`src/rtl/mcpu_ctrl_fsm.sv`:
```
// Multi-cycle MIPS control unit: sequences fetch, decode, execute, memory and
// write-back with an MIO_ready wait handshake, optional timeout and sticky ERR trap.
module mcpu_ctrl_fsm #(
    parameter int MIO_TIMEOUT = 0,
    parameter int STATE_W     = 5
) (
    input  logic               clk,
    input  logic               rst_n,
    input  logic [5:0]         OPcode,
    input  logic [5:0]         Fun,
    input  logic               zero,
    input  logic               MIO_ready,
    output logic               PCWrite,
    output logic               IorD,
    output logic               MemRead,
    output logic               MemWrite,
    output logic               IRWrite,
    output logic               CPU_MIO,
    output logic [1:0]         RegDst,
    output logic [1:0]         MemtoReg,
    output logic               RegWrite,
    output logic               ALUSrcA,
    output logic [1:0]         ALUSrcB,
    output logic [1:0]         PCSource,
    output logic [2:0]         ALU_Control,
    output logic               bus_err,
    output logic [STATE_W-1:0] state_out
);

    typedef enum logic [4:0] {
        S_IF     = 5'd0,
        S_ID     = 5'd1,
        S_EX_MEM = 5'd2,
        S_MEM_RD = 5'd3,
        S_MEM_WR = 5'd4,
        S_WB_LW  = 5'd5,
        S_EX_R   = 5'd6,
        S_WB_R   = 5'd7,
        S_BR     = 5'd8,
        S_J      = 5'd9,
        S_JAL    = 5'd10,
        S_JR     = 5'd11,
        S_EX_I   = 5'd12,
        S_WB_I   = 5'd13,
        S_LUI    = 5'd14,
        S_ERR    = 5'd31
    } state_t;

    localparam logic [5:0] OP_RTYPE = 6'b000000;
    localparam logic [5:0] OP_J     = 6'b000010;
    localparam logic [5:0] OP_JAL   = 6'b000011;
    localparam logic [5:0] OP_BEQ   = 6'b000100;
    localparam logic [5:0] OP_BNE   = 6'b000101;
    localparam logic [5:0] OP_ADDI  = 6'b001000;
    localparam logic [5:0] OP_SLTI  = 6'b001010;
    localparam logic [5:0] OP_ANDI  = 6'b001100;
    localparam logic [5:0] OP_ORI   = 6'b001101;
    localparam logic [5:0] OP_XORI  = 6'b001110;
    localparam logic [5:0] OP_LUI   = 6'b001111;
    localparam logic [5:0] OP_LW    = 6'b100011;
    localparam logic [5:0] OP_SW    = 6'b101011;

    localparam logic [5:0] FN_JR    = 6'b001000;
    localparam logic [5:0] FN_JALR  = 6'b001001;

    localparam logic [2:0] ALU_AND = 3'b000;
    localparam logic [2:0] ALU_OR  = 3'b001;
    localparam logic [2:0] ALU_ADD = 3'b010;
    localparam logic [2:0] ALU_XOR = 3'b011;
    localparam logic [2:0] ALU_NOR = 3'b100;
    localparam logic [2:0] ALU_SRL = 3'b101;
    localparam logic [2:0] ALU_SUB = 3'b110;
    localparam logic [2:0] ALU_SLT = 3'b111;

    localparam int CNT_W = (MIO_TIMEOUT > 1) ? $clog2(MIO_TIMEOUT + 1) : 1;
    localparam logic [CNT_W-1:0] CNT_LAST = (MIO_TIMEOUT > 0) ? CNT_W'(MIO_TIMEOUT - 1) : '0;

    state_t           state;
    state_t           state_next;
    logic [CNT_W-1:0] wait_cnt;
    logic             in_wait;
    logic             timeout_hit;

    function automatic logic r_fun_valid(input logic [5:0] f);
        case (f)
            6'b100000, 6'b100010, 6'b100100, 6'b100101,
            6'b100110, 6'b100111, 6'b101010, 6'b000010: r_fun_valid = 1'b1;
            default:                                    r_fun_valid = 1'b0;
        endcase
    endfunction

    function automatic logic [2:0] r_alu(input logic [5:0] f);
        case (f)
            6'b100010: r_alu = ALU_SUB;
            6'b100100: r_alu = ALU_AND;
            6'b100101: r_alu = ALU_OR;
            6'b100110: r_alu = ALU_XOR;
            6'b100111: r_alu = ALU_NOR;
            6'b101010: r_alu = ALU_SLT;
            6'b000010: r_alu = ALU_SRL;
            default:   r_alu = ALU_ADD;
        endcase
    endfunction

    function automatic logic [2:0] i_alu(input logic [5:0] op);
        case (op)
            OP_ANDI: i_alu = ALU_AND;
            OP_ORI:  i_alu = ALU_OR;
            OP_XORI: i_alu = ALU_XOR;
            OP_SLTI: i_alu = ALU_SLT;
            default: i_alu = ALU_ADD;
        endcase
    endfunction

    // Counter is zero on every entry to a wait state because it clears whenever
    // an access completes or the FSM is elsewhere.
    assign in_wait     = (state == S_IF) || (state == S_MEM_RD) || (state == S_MEM_WR);
    assign timeout_hit = (MIO_TIMEOUT > 0) && in_wait && !MIO_ready && (wait_cnt == CNT_LAST);

    always_ff @(posedge clk or negedge rst_n) begin
        if (!rst_n) begin
            state    <= S_IF;
            wait_cnt <= '0;
        end else begin
            state <= state_next;
            if ((MIO_TIMEOUT > 0) && in_wait && !MIO_ready) begin
                wait_cnt <= wait_cnt + CNT_W'(1);
            end else begin
                wait_cnt <= '0;
            end
        end
    end

    always_comb begin
        state_next = state;
        case (state)
            S_IF: begin
                if (timeout_hit)    state_next = S_ERR;
                else if (MIO_ready) state_next = S_ID;
            end
            S_ID: begin
                case (OPcode)
                    OP_LW, OP_SW:   state_next = S_EX_MEM;
                    OP_BEQ, OP_BNE: state_next = S_BR;
                    OP_ADDI, OP_ANDI, OP_ORI, OP_XORI, OP_SLTI: state_next = S_EX_I;
                    OP_LUI:         state_next = S_LUI;
                    OP_J:           state_next = S_J;
                    OP_JAL:         state_next = S_JAL;
                    OP_RTYPE: begin
                        if ((Fun == FN_JR) || (Fun == FN_JALR)) state_next = S_JR;
                        else if (r_fun_valid(Fun))              state_next = S_EX_R;
                        else                                    state_next = S_IF;
                    end
                    default:        state_next = S_IF;
                endcase
            end
            S_EX_MEM: begin
                if (OPcode == OP_LW)      state_next = S_MEM_RD;
                else if (OPcode == OP_SW) state_next = S_MEM_WR;
                else                      state_next = S_IF;
            end
            S_MEM_RD: begin
                if (timeout_hit)    state_next = S_ERR;
                else if (MIO_ready) state_next = S_WB_LW;
            end
            S_MEM_WR: begin
                if (timeout_hit)    state_next = S_ERR;
                else if (MIO_ready) state_next = S_IF;
            end
            S_EX_R:  state_next = S_WB_R;
            S_EX_I:  state_next = S_WB_I;
            S_ERR:   state_next = S_ERR;
            default: state_next = S_IF;
        endcase
    end

    always_comb begin
        PCWrite     = 1'b0;
        IorD        = 1'b0;
        MemRead     = 1'b0;
        MemWrite    = 1'b0;
        IRWrite     = 1'b0;
        CPU_MIO     = 1'b0;
        RegDst      = 2'b00;
        MemtoReg    = 2'b00;
        RegWrite    = 1'b0;
        ALUSrcA     = 1'b0;
        ALUSrcB     = 2'b00;
        PCSource    = 2'b00;
        ALU_Control = ALU_ADD;
        case (state)
            S_IF: begin
                MemRead = 1'b1;
                CPU_MIO = 1'b1;
                ALUSrcB = 2'b01;
                IRWrite = MIO_ready;
                PCWrite = MIO_ready;
            end
            S_ID: ALUSrcB = 2'b11;
            S_EX_MEM: begin
                ALUSrcA = 1'b1;
                ALUSrcB = 2'b10;
            end
            S_MEM_RD: begin
                MemRead = 1'b1;
                IorD    = 1'b1;
                CPU_MIO = 1'b1;
            end
            S_MEM_WR: begin
                MemWrite = 1'b1;
                IorD     = 1'b1;
                CPU_MIO  = 1'b1;
            end
            S_WB_LW: begin
                MemtoReg = 2'b01;
                RegWrite = 1'b1;
            end
            S_EX_R: begin
                ALUSrcA     = 1'b1;
                ALU_Control = r_alu(Fun);
            end
            S_WB_R: begin
                RegDst   = 2'b01;
                RegWrite = 1'b1;
            end
            S_EX_I: begin
                ALUSrcA     = 1'b1;
                ALUSrcB     = 2'b10;
                ALU_Control = i_alu(OPcode);
            end
            S_WB_I: RegWrite = 1'b1;
            S_LUI: begin
                MemtoReg = 2'b11;
                RegWrite = 1'b1;
            end
            S_BR: begin
                ALUSrcA     = 1'b1;
                ALU_Control = ALU_SUB;
                PCSource    = 2'b01;
                PCWrite     = (OPcode == OP_BNE) ? ~zero : zero;
            end
            S_J: begin
                PCSource = 2'b10;
                PCWrite  = 1'b1;
            end
            S_JAL: begin
                PCSource = 2'b10;
                PCWrite  = 1'b1;
                RegDst   = 2'b10;
                MemtoReg = 2'b10;
                RegWrite = 1'b1;
            end
            S_JR: begin
                PCSource = 2'b11;
                PCWrite  = 1'b1;
                if (Fun == FN_JALR) begin
                    RegDst   = 2'b01;
                    MemtoReg = 2'b10;
                    RegWrite = 1'b1;
                end
            end
            default: ;
        endcase
    end

    assign bus_err   = (state == S_ERR);
    assign state_out = STATE_W'(state);

endmodule
```
`config.mk`:
```
export PLATFORM = sky130hd
export DESIGN_NAME = mcpu_ctrl_fsm
export DESIGN_NICKNAME = d
export VERILOG_FILES = /design/src/rtl/mcpu_ctrl_fsm.sv
export SDC_FILE = /design/constraint.sdc
export NUM_CORES = 1
export LEC_CHECK = 0
export CORE_UTILIZATION = 24
export CTS_CLUSTER_SIZE = 24
export DETAILED_ROUTE_END_ITERATION = 8
export DONT_BUFFER_PORTS = 1
export PLACE_DENSITY = 0.4
export SYNTH_ARGS = -nofsm -noshare
export SYNTH_HDL_FRONTEND = slang
export SYNTH_SLANG_ARGS = --single-unit
```
`constraint.sdc`:
```
create_clock -name clk -period 3.2 [get_ports clk]
set_input_delay 0.32 -clock clk [delete_from_list [all_inputs] [get_ports clk]]
set_output_delay 0.32 -clock clk [all_outputs]
set_load 0.05 [all_outputs]
```
==> flow_summary.toml, run 1 <==
[run_status]
status = "finished, final reports clean"

[final_layout]
antennaDiodeCount = 0
fin_nets = 195
fin_area_um2 = 1290
largest_reg_flops = 5
mostFrequentLayoutCell = "nor2_1"
drive_gt1_frac = 0.225
final_cells = 228
n_fill_cell = 461
syn_to_final_growth_pct = 22.1
layout_common_cells = "nor2_1 (25), buf_4 (23), a21oi_1 (14)"

[cts]
cts_resized = 0
clock-sinks = 5
path_clk_slew_ps = 40
cts_buffers = 3
clockRootBuffer = "clkbuf_8"
clock_path_buffers = 2
tritoncts = "yes"
ctsHtreeMaxLevel = 1
clock_latency_ps = 220
holdBufCountCts = 1
cts_setup_buffers = 0

[global_routing]
grt_use_total = 0.157
antenna_found_initial = 0
grt_max_degree = 23
overflow = 0
first_global_vias = 1153
grt_pass1_wl_mm = 5.49

[placement]
placed_cell_area_um2 = 1240
dp_cells = 223
routabilityCongestion = 0.819
port_buffers = 0
dp.final_hpwl_mm = 2.68

[yosys]
seq_area_frac_synth = 0.118
ys_ff_latch = 5
synth_area_per_cell_um2 = 6.53
synthCells = 162
syn_nets = 178
synth_warnings = 0
synth_edf_count = 0
ys_types = 45
synth.area.top_cells = "dfrtp_1 (12%), nor2_1 (8.9%), a21oi_1 (6.6%), o21ai_0 (6.2%), nor3_1 (4.7%)"
synth.largest_area_cell = "dfrtp_1"
yosys_most_used_dff = "dfrtp_1"
postSynth.asyncResetShare = 1.00
yosys.area.top_type_share = 0.118
syn-cell-area_um2 = 1060

[critical_path]
cp_max_fo = 18
critPathRequiredTime_ps = 2880
startpoint_type = "flip-flop"
reg2reg_slack_ps = 1060
cp-end-kind = "primary output"
arrival_ps = 2290
crit_type = "flip-flop to primary output"
r2r_start = "state_out[0]"
crit_start = "state_out[0]"

[sta]
period_needed_ps = 2610
fin_setup_tns_ps = 0
max_freq_mhz = 383
skew_ps = 1.68
drv_slew = 0
hold_violations = 0
rsz0062_at_grt = "no"
setup-violations-final = 0
worst_slew_pin_slew_ps = 887
period_share = 0.815
timing.slew.headroom = 0.409

[routing]
vias_per_cell = 5.42
drt_iter0_drc = 129
remaining_drc_errors = 0
drt_pass1_iterations = 4
wirelength_mm = 3.47
dr_wl_met3_um = 273
drtAntennaViolNets = 0
routed.top_layer = "met4"
vias = 1236
wire_per_inst_um = 15.2
wl_met2_mm = 1.60
m1WireLength_mm = 1.56

[min_path]
hp-class = "input port to flip-flop"
worstHoldStart = "OPcode[2]"

[die]
die-area_um2 = 4670
design.core.area_um2 = 4120
io-pin-count = 41
die_h_um = 68.4
die_w_um = 68.4
initial_utilization = 0.257
row_count = 23

[power]
p_leak_nw = 0.462
p_total_mw = 0.659
irDropWorstVdd_mv = 0.169
power_density_nw_per_um2 = 510

[job]
maxCapViolCount = 0
[cell type report]
| type | instances | area, µm² | share of cell area |
|---|---|---|---|
| Multi-Input combinational cell | 142 | 865 | 0.670 |
| Timing Repair Buffer | 24 | 183 | 0.141 |
| Sequential cell | 5 | 125 | 0.0969 |
| Tap cell | 50 | 62.6 | 0.0484 |
| Clock buffer | 4 | 45.0 | 0.0349 |
| Inverter | 3 | 11.3 | 0.00872 |
[layer usage]
metal / GRT usage / vias up
li1: - / 622
met1: 0.211 / 561
met2: 0.246 / 49
met3: 0.0450 / 4
met4: 0.0339 / 0
met5: 0 / -
[stage by stage]
step / setup slack (ps) / hold slack (ps) / utilization
final: 591 / 316 / 0.314
after global routing: 388 / 314 / 0.314
after CTS: 582 / 312 / 0.314
after detailed placement: 814 / 24.6 / 0.300
after global placement: 852 / 24.5 / 0.300
after floorplan: 237 / 24.4 / -
[Yosys cell counts (all sizes together), types with 2 or more instances]
cell and number:
nand2b 7, o211ai 3, a21boi 2, nor2 28, a2bb2oi 2, xnor2 4, dfrtp 5, o21ai 14
nor4 5, nand2 14, a31oi 2, or2 2, nor3b 2, a21oi 14, nor4b 2, o22ai 2
nor2b 5, buf 11, nand3 3, nor3 10, nand3b 3, a22oi 3, inv 3
[worst max-delay path, cell delays in order (launching register included)]
cell and delay [ps]:
dfrtp_1 910, nand2_1 320, nor4b_1 350, nand2_1 150
o21ai_1 110, buf_4 220
[power by group]
group | leakage, nW | switching (mW) | internal (mW) | total, mW
logic | 0.372 | 0.271 | 0.137 | 0.409
registers | 0.0679 | 0.0628 | 0.0709 | 0.134
clock network | 0.0228 | 0.0305 | 0.0855 | 0.116
total | 0.462 | 0.365 | 0.294 | 0.659
[cell families (layout without fill, tap and decap cells)]
logic type	Yosys count	in the layout	synth area share
AO/OA/AOI/OAI	49	49	0.303
AND/OR/NAND/NOR	87	87	0.450
XOR/XNOR	5	5	0.0414
buffers and inverters	15	31	0.0781
flip-flops	5	5	0.118
multiplexers	1	1	0.00947
[final timing paths]
kind | end | cells after the start
worst max-delay path | MemtoReg[1] | 5
worst min-delay path | state_out[3] | 2
worst max register to register | state_out[2] | 5
worst min register to register | state_out[0] | 2
max in group asynchronous | state_out[1] | 1
min in group asynchronous | state_out[2] | 1
(Power assumes the default switching activity.)
==> run 2: changes to the inputs <==
- PLACE_DENSITY: 0.4 -> 0.41
- clock period: 3.2 -> 2.37 ns (I/O delays scaled with it)
==> flow_summary.toml, run 2 (same netlist as run 1, synthesis figures left out) <==
[run_status]
status = "finished, final reports clean"

[routing]
wire_per_inst_um = 14.9
drt_pass1_iterations = 4
drt_iter0_drc = 61
vias = 1280
drtAntennaViolNets = 0
remaining_drc_errors = 0
wirelength_mm = 3.46
vias_per_cell = 5.52

[cts]
ctsHtreeMaxLevel = 1
clock-sinks = 5
path_clk_slew_ps = 40
tritoncts = "yes"
holdBufCountCts = 1
cts_resized = 0
cts_buffers = 3
clock_path_buffers = 2
cts_setup_buffers = 0
clock_latency_ps = 230
clockRootBuffer = "clkbuf_8"

[sta]
timing.slew.headroom = 0.646
rsz0062_at_grt = "no"
hold_violations = 0
max_freq_mhz = 451
skew_ps = 2.11
period_needed_ps = 2220
setup-violations-final = 0
fin_hold_ws_ps = 217
worst_slew_pin_slew_ps = 527
setup_slack_ps = 151
drv_slew = 0
period_share = 0.936

[global_routing]
grt_pass1_wl_mm = 5.47
first_global_vias = 1184
met3_usage = 0.00833
grt_use_total = 0.155
antenna_found_initial = 0
met1_usage = 0.202
grt_use_met2 = 0.261
top_usage_layer = "met2"
grt_max_degree = 15
overflow = 0

[final_layout]
final_cells = 232
layout_common_cells = "nor2_1 (25), buf_4 (23), a21oi_1 (14)"
n_fill_cell = 439
antennaDiodeCount = 0
drive_gt1_frac = 0.258
largest_reg_flops = 5
mostFrequentLayoutCell = "nor2_1"
fin_nets = 199
syn_to_final_growth_pct = 30.7
fin_area_um2 = 1380
fin_util = 0.336

[power]
power_density_nw_per_um2 = 668
irDropWorstVdd_mv = 0.187
p_leak_nw = 0.500

[job]
maxCapViolCount = 0

[critical_path]
cp-end-kind = "primary output"
startpoint_type = "flip-flop"
arrival_ps = 1980
critPathRequiredTime_ps = 2130
cp_max_fo = 14
crit_type = "flip-flop to primary output"

[die]
io-pin-count = 41
row_count = 23
die_w_um = 68.4
design.core.area_um2 = 4120
die_h_um = 68.4
die-area_um2 = 4670
initial_utilization = 0.257

[placement]
dp_cells = 227
port_buffers = 0
dp.final_hpwl_mm = 2.78
post-place-ws_ps = 418
routabilityCongestion = 0.858
placed_cell_area_um2 = 1330

[min_path]
hp-class = "input port to flip-flop"
[run 2: cell count changes in the layout (fill, tap and decap cells not counted)]
cell      change
buf_12        +4
clkbuf_1      -1
clkinv_2      +1
nor3_1        -1
nor3_2        +1
o21ai_1       -1
o21ai_2       +1
[run 2: report_power, final]
part           switching [mW]  total (mW)  internal (mW)
Clock                  0.0472       0.160          0.113
Combinational           0.438       0.643          0.205
Sequential             0.0217       0.119         0.0973
[run 2: area by class of cell]
type | count | area (µm²) | area share
inverter | 3 | 11.3 | 0.00815
clock inverter | 1 | 5.00 | 0.00362
clock buffer | 3 | 41.3 | 0.0299
tap | 50 | 62.6 | 0.0453
timing repair buffer | 28 | 263 | 0.190
sequential | 5 | 125 | 0.0906
multi-input combinational | 142 | 873 | 0.632
[run 2: path summary, 6_finish.rpt]
kind | startpoint | end | slack, ps | depth (start not counted)
setup / recovery | state_out[1] | ALU_Control[2] | 150 | 5
hold / removal | OPcode[0] | state_out[3] | 220 | 2
setup reg to reg | state_out[3] | state_out[1] | 520 | 6
hold reg to reg | state_out[2] | state_out[3] | 760 | 2
max in group asynchronous | rst_n | state_out[2] | 1850 | 1
min in group asynchronous | rst_n | state_out[4] | 310 | 1
[run 2: worst max-delay path, cell delays in order, from the launching register on]
cell and delay [ps]:
dfrtp_1 590, nand2b_1 240, nor4_1 450, nand2_1 130, o21ai_2 180, buf_12 160
[run 2: stage by stage]
step                setup TNS, ps  power (mW)
floorplan                    -388       0.626
global placement                0       0.762
detailed placement              0       0.763
CTS                             0       0.928
global route                    0       0.979
finish                          0       0.923
[run 2: routing by layer]
metal  part of all wire  wire length, µm  vias to the layer above
li1                   -                -                      632
met1               0.47             1630                      604
met2               0.46             1610                       40
met3              0.052              181                        4
met4              0.011               38                        0
met5                  0                0                        -
==> run 3: changes to the inputs <==
- HOLD_SLACK_MARGIN: unset -> 0.1
- PLACE_DENSITY: 0.41 -> 0.38
- clock period: 2.37 -> 2.68 ns (I/O delays scaled with it)
==> flow_summary.toml, run 3 (same netlist as run 1, synthesis figures left out) <==
[run_status]
status = "finished, final reports clean"

[critical_path]
r2r_end = "state_out[1]"
reg2reg_slack_ps = 820
crit_type = "flip-flop to primary output"
r2r_start = "state_out[2]"
critPathRequiredTime_ps = 2410
startpoint_type = "flip-flop"
arrival_ps = 1870
reg2reg_depth = 6
cp_max_fo = 10
crit_start = "state_out[1]"
cp-end-kind = "primary output"
critPathCapture = "ALU_Control[1]"

[placement]
placed_cell_area_um2 = 1260
routabilityCongestion = 0.805
port_buffers = 0
dp.final_hpwl_mm = 2.83

[final_layout]
fin_nets = 198
mostFrequentLayoutCell = "buf_4"
layout_common_cells = "buf_4 (26), nor2_1 (25), a21oi_1 (14)"
antennaDiodeCount = 0
syn_to_final_growth_pct = 24.3
drive_gt1_frac = 0.238
fin_area_um2 = 1310
largest_reg_flops = 5

[sta]
period_share = 0.796
period_needed_ps = 2130
max_freq_mhz = 469
drv_slew = 0
timing.slew.headroom = 0.672
setup-violations-final = 0
rsz0062_at_grt = "no"
fin_hold_ws_ps = 260
skew_ps = 0.980
worst_slew_pin_slew_ps = 491
hold_violations = 0

[power]
power_density_nw_per_um2 = 611
irDropWorstVdd_mv = 0.203
p_leak_nw = 0.478
p_total_mw = 0.803

[routing]
drt_iter0_drc = 88
drtAntennaViolNets = 0
drt_pass1_iterations = 4
remaining_drc_errors = 0
wirelength_mm = 3.61
vias = 1279
wire_per_inst_um = 15.6
vias_per_cell = 5.54

[global_routing]
grt_use_total = 0.160
grt_max_degree = 16
grt_pass1_wl_mm = 5.60
overflow = 0
antenna_found_initial = 0
first_global_vias = 1171

[min_path]
worstHoldStart = "OPcode[2]"
hold_depth = 2
hp-class = "input port to flip-flop"

[cts]
path_clk_slew_ps = 30
tritoncts = "yes"
ctsHtreeMaxLevel = 1
cts_buffers = 3
clock_path_buffers = 2
clock_latency_ps = 220
clockRootBuffer = "clkbuf_8"
clock-sinks = 5

[job]
maxCapViolCount = 0

[die]
design.core.area_um2 = 4120
initial_utilization = 0.257
die-area_um2 = 4670
row_count = 23
die_w_um = 68.4
io-pin-count = 41
die_h_um = 68.4
[run 3: cell count changes in the layout (fill, tap and decap cells not counted)]
cell,before,now
buf_12,4,0
buf_4,23,26
clkbuf_1,0,1
clkinv_2,1,0
nor3_1,7,8
nor3_2,3,2
o21ai_1,4,5
o21ai_2,1,0
[run 3: worst min-delay path by stage]
stage,endpoint
3_3_place_gp,state_out[0]
5_1_grt,state_out[3]
3_5_place_dp,state_out[0]
2_1_floorplan,state_out[0]
6_report,state_out[3]
4_1_cts,state_out[3]
[run 3: through the flow]
stage                     TNS [ps]  setup WS, ps   util  cells
final                            0           546  0.319    231
after global routing             0           362  0.319    231
after CTS                        0           534  0.319    231
after detailed placement         0           770  0.306    226
after global placement           0           725  0.306    226
after floorplan              -1.06         -1.06      -    162
[run 3: layout make-up]
type,count,area [µm²]
clock buffers,4,45.0
fillers,467,2800
inverters,3,11.3
multi-input cells,142,865
flip-flops and latches,5,125
well taps,50,62.6
repair buffers,27,205
[run 3: worst max-delay path: stages, from the launching register on]
cell     delay (ps)
dfrtp_1         480
or2_2           390
nor2_1          110
nand4_1         140
nor3b_1         250
a21oi_1          70
buf_4           210
[run 3: repair_timing]
item	CTS	global route
resized for setup	0	0
buffers inserted	0	0
setup endpoints to repair	0	0
hold endpoints to repair	5	0
hold buffers	1	0
[run 3: power breakdown]
part           internal [mW]  total, mW  switching (mW)  leakage (nW)
Clock                  0.102      0.137          0.0353        0.0228
Combinational          0.175      0.563           0.387         0.387
Sequential            0.0861      0.103          0.0166        0.0679
[run 3: metal layers]
layer | vias up | GRT usage | part of all wire
met3 | 0 | 0.0250 | 0.074
met4 | 0 | 0.0495 | 0
met2 | 47 | 0.259 | 0.46
met5 | - | 0 | 0
met1 | 601 | 0.214 | 0.46
li1 | 631 | - | -
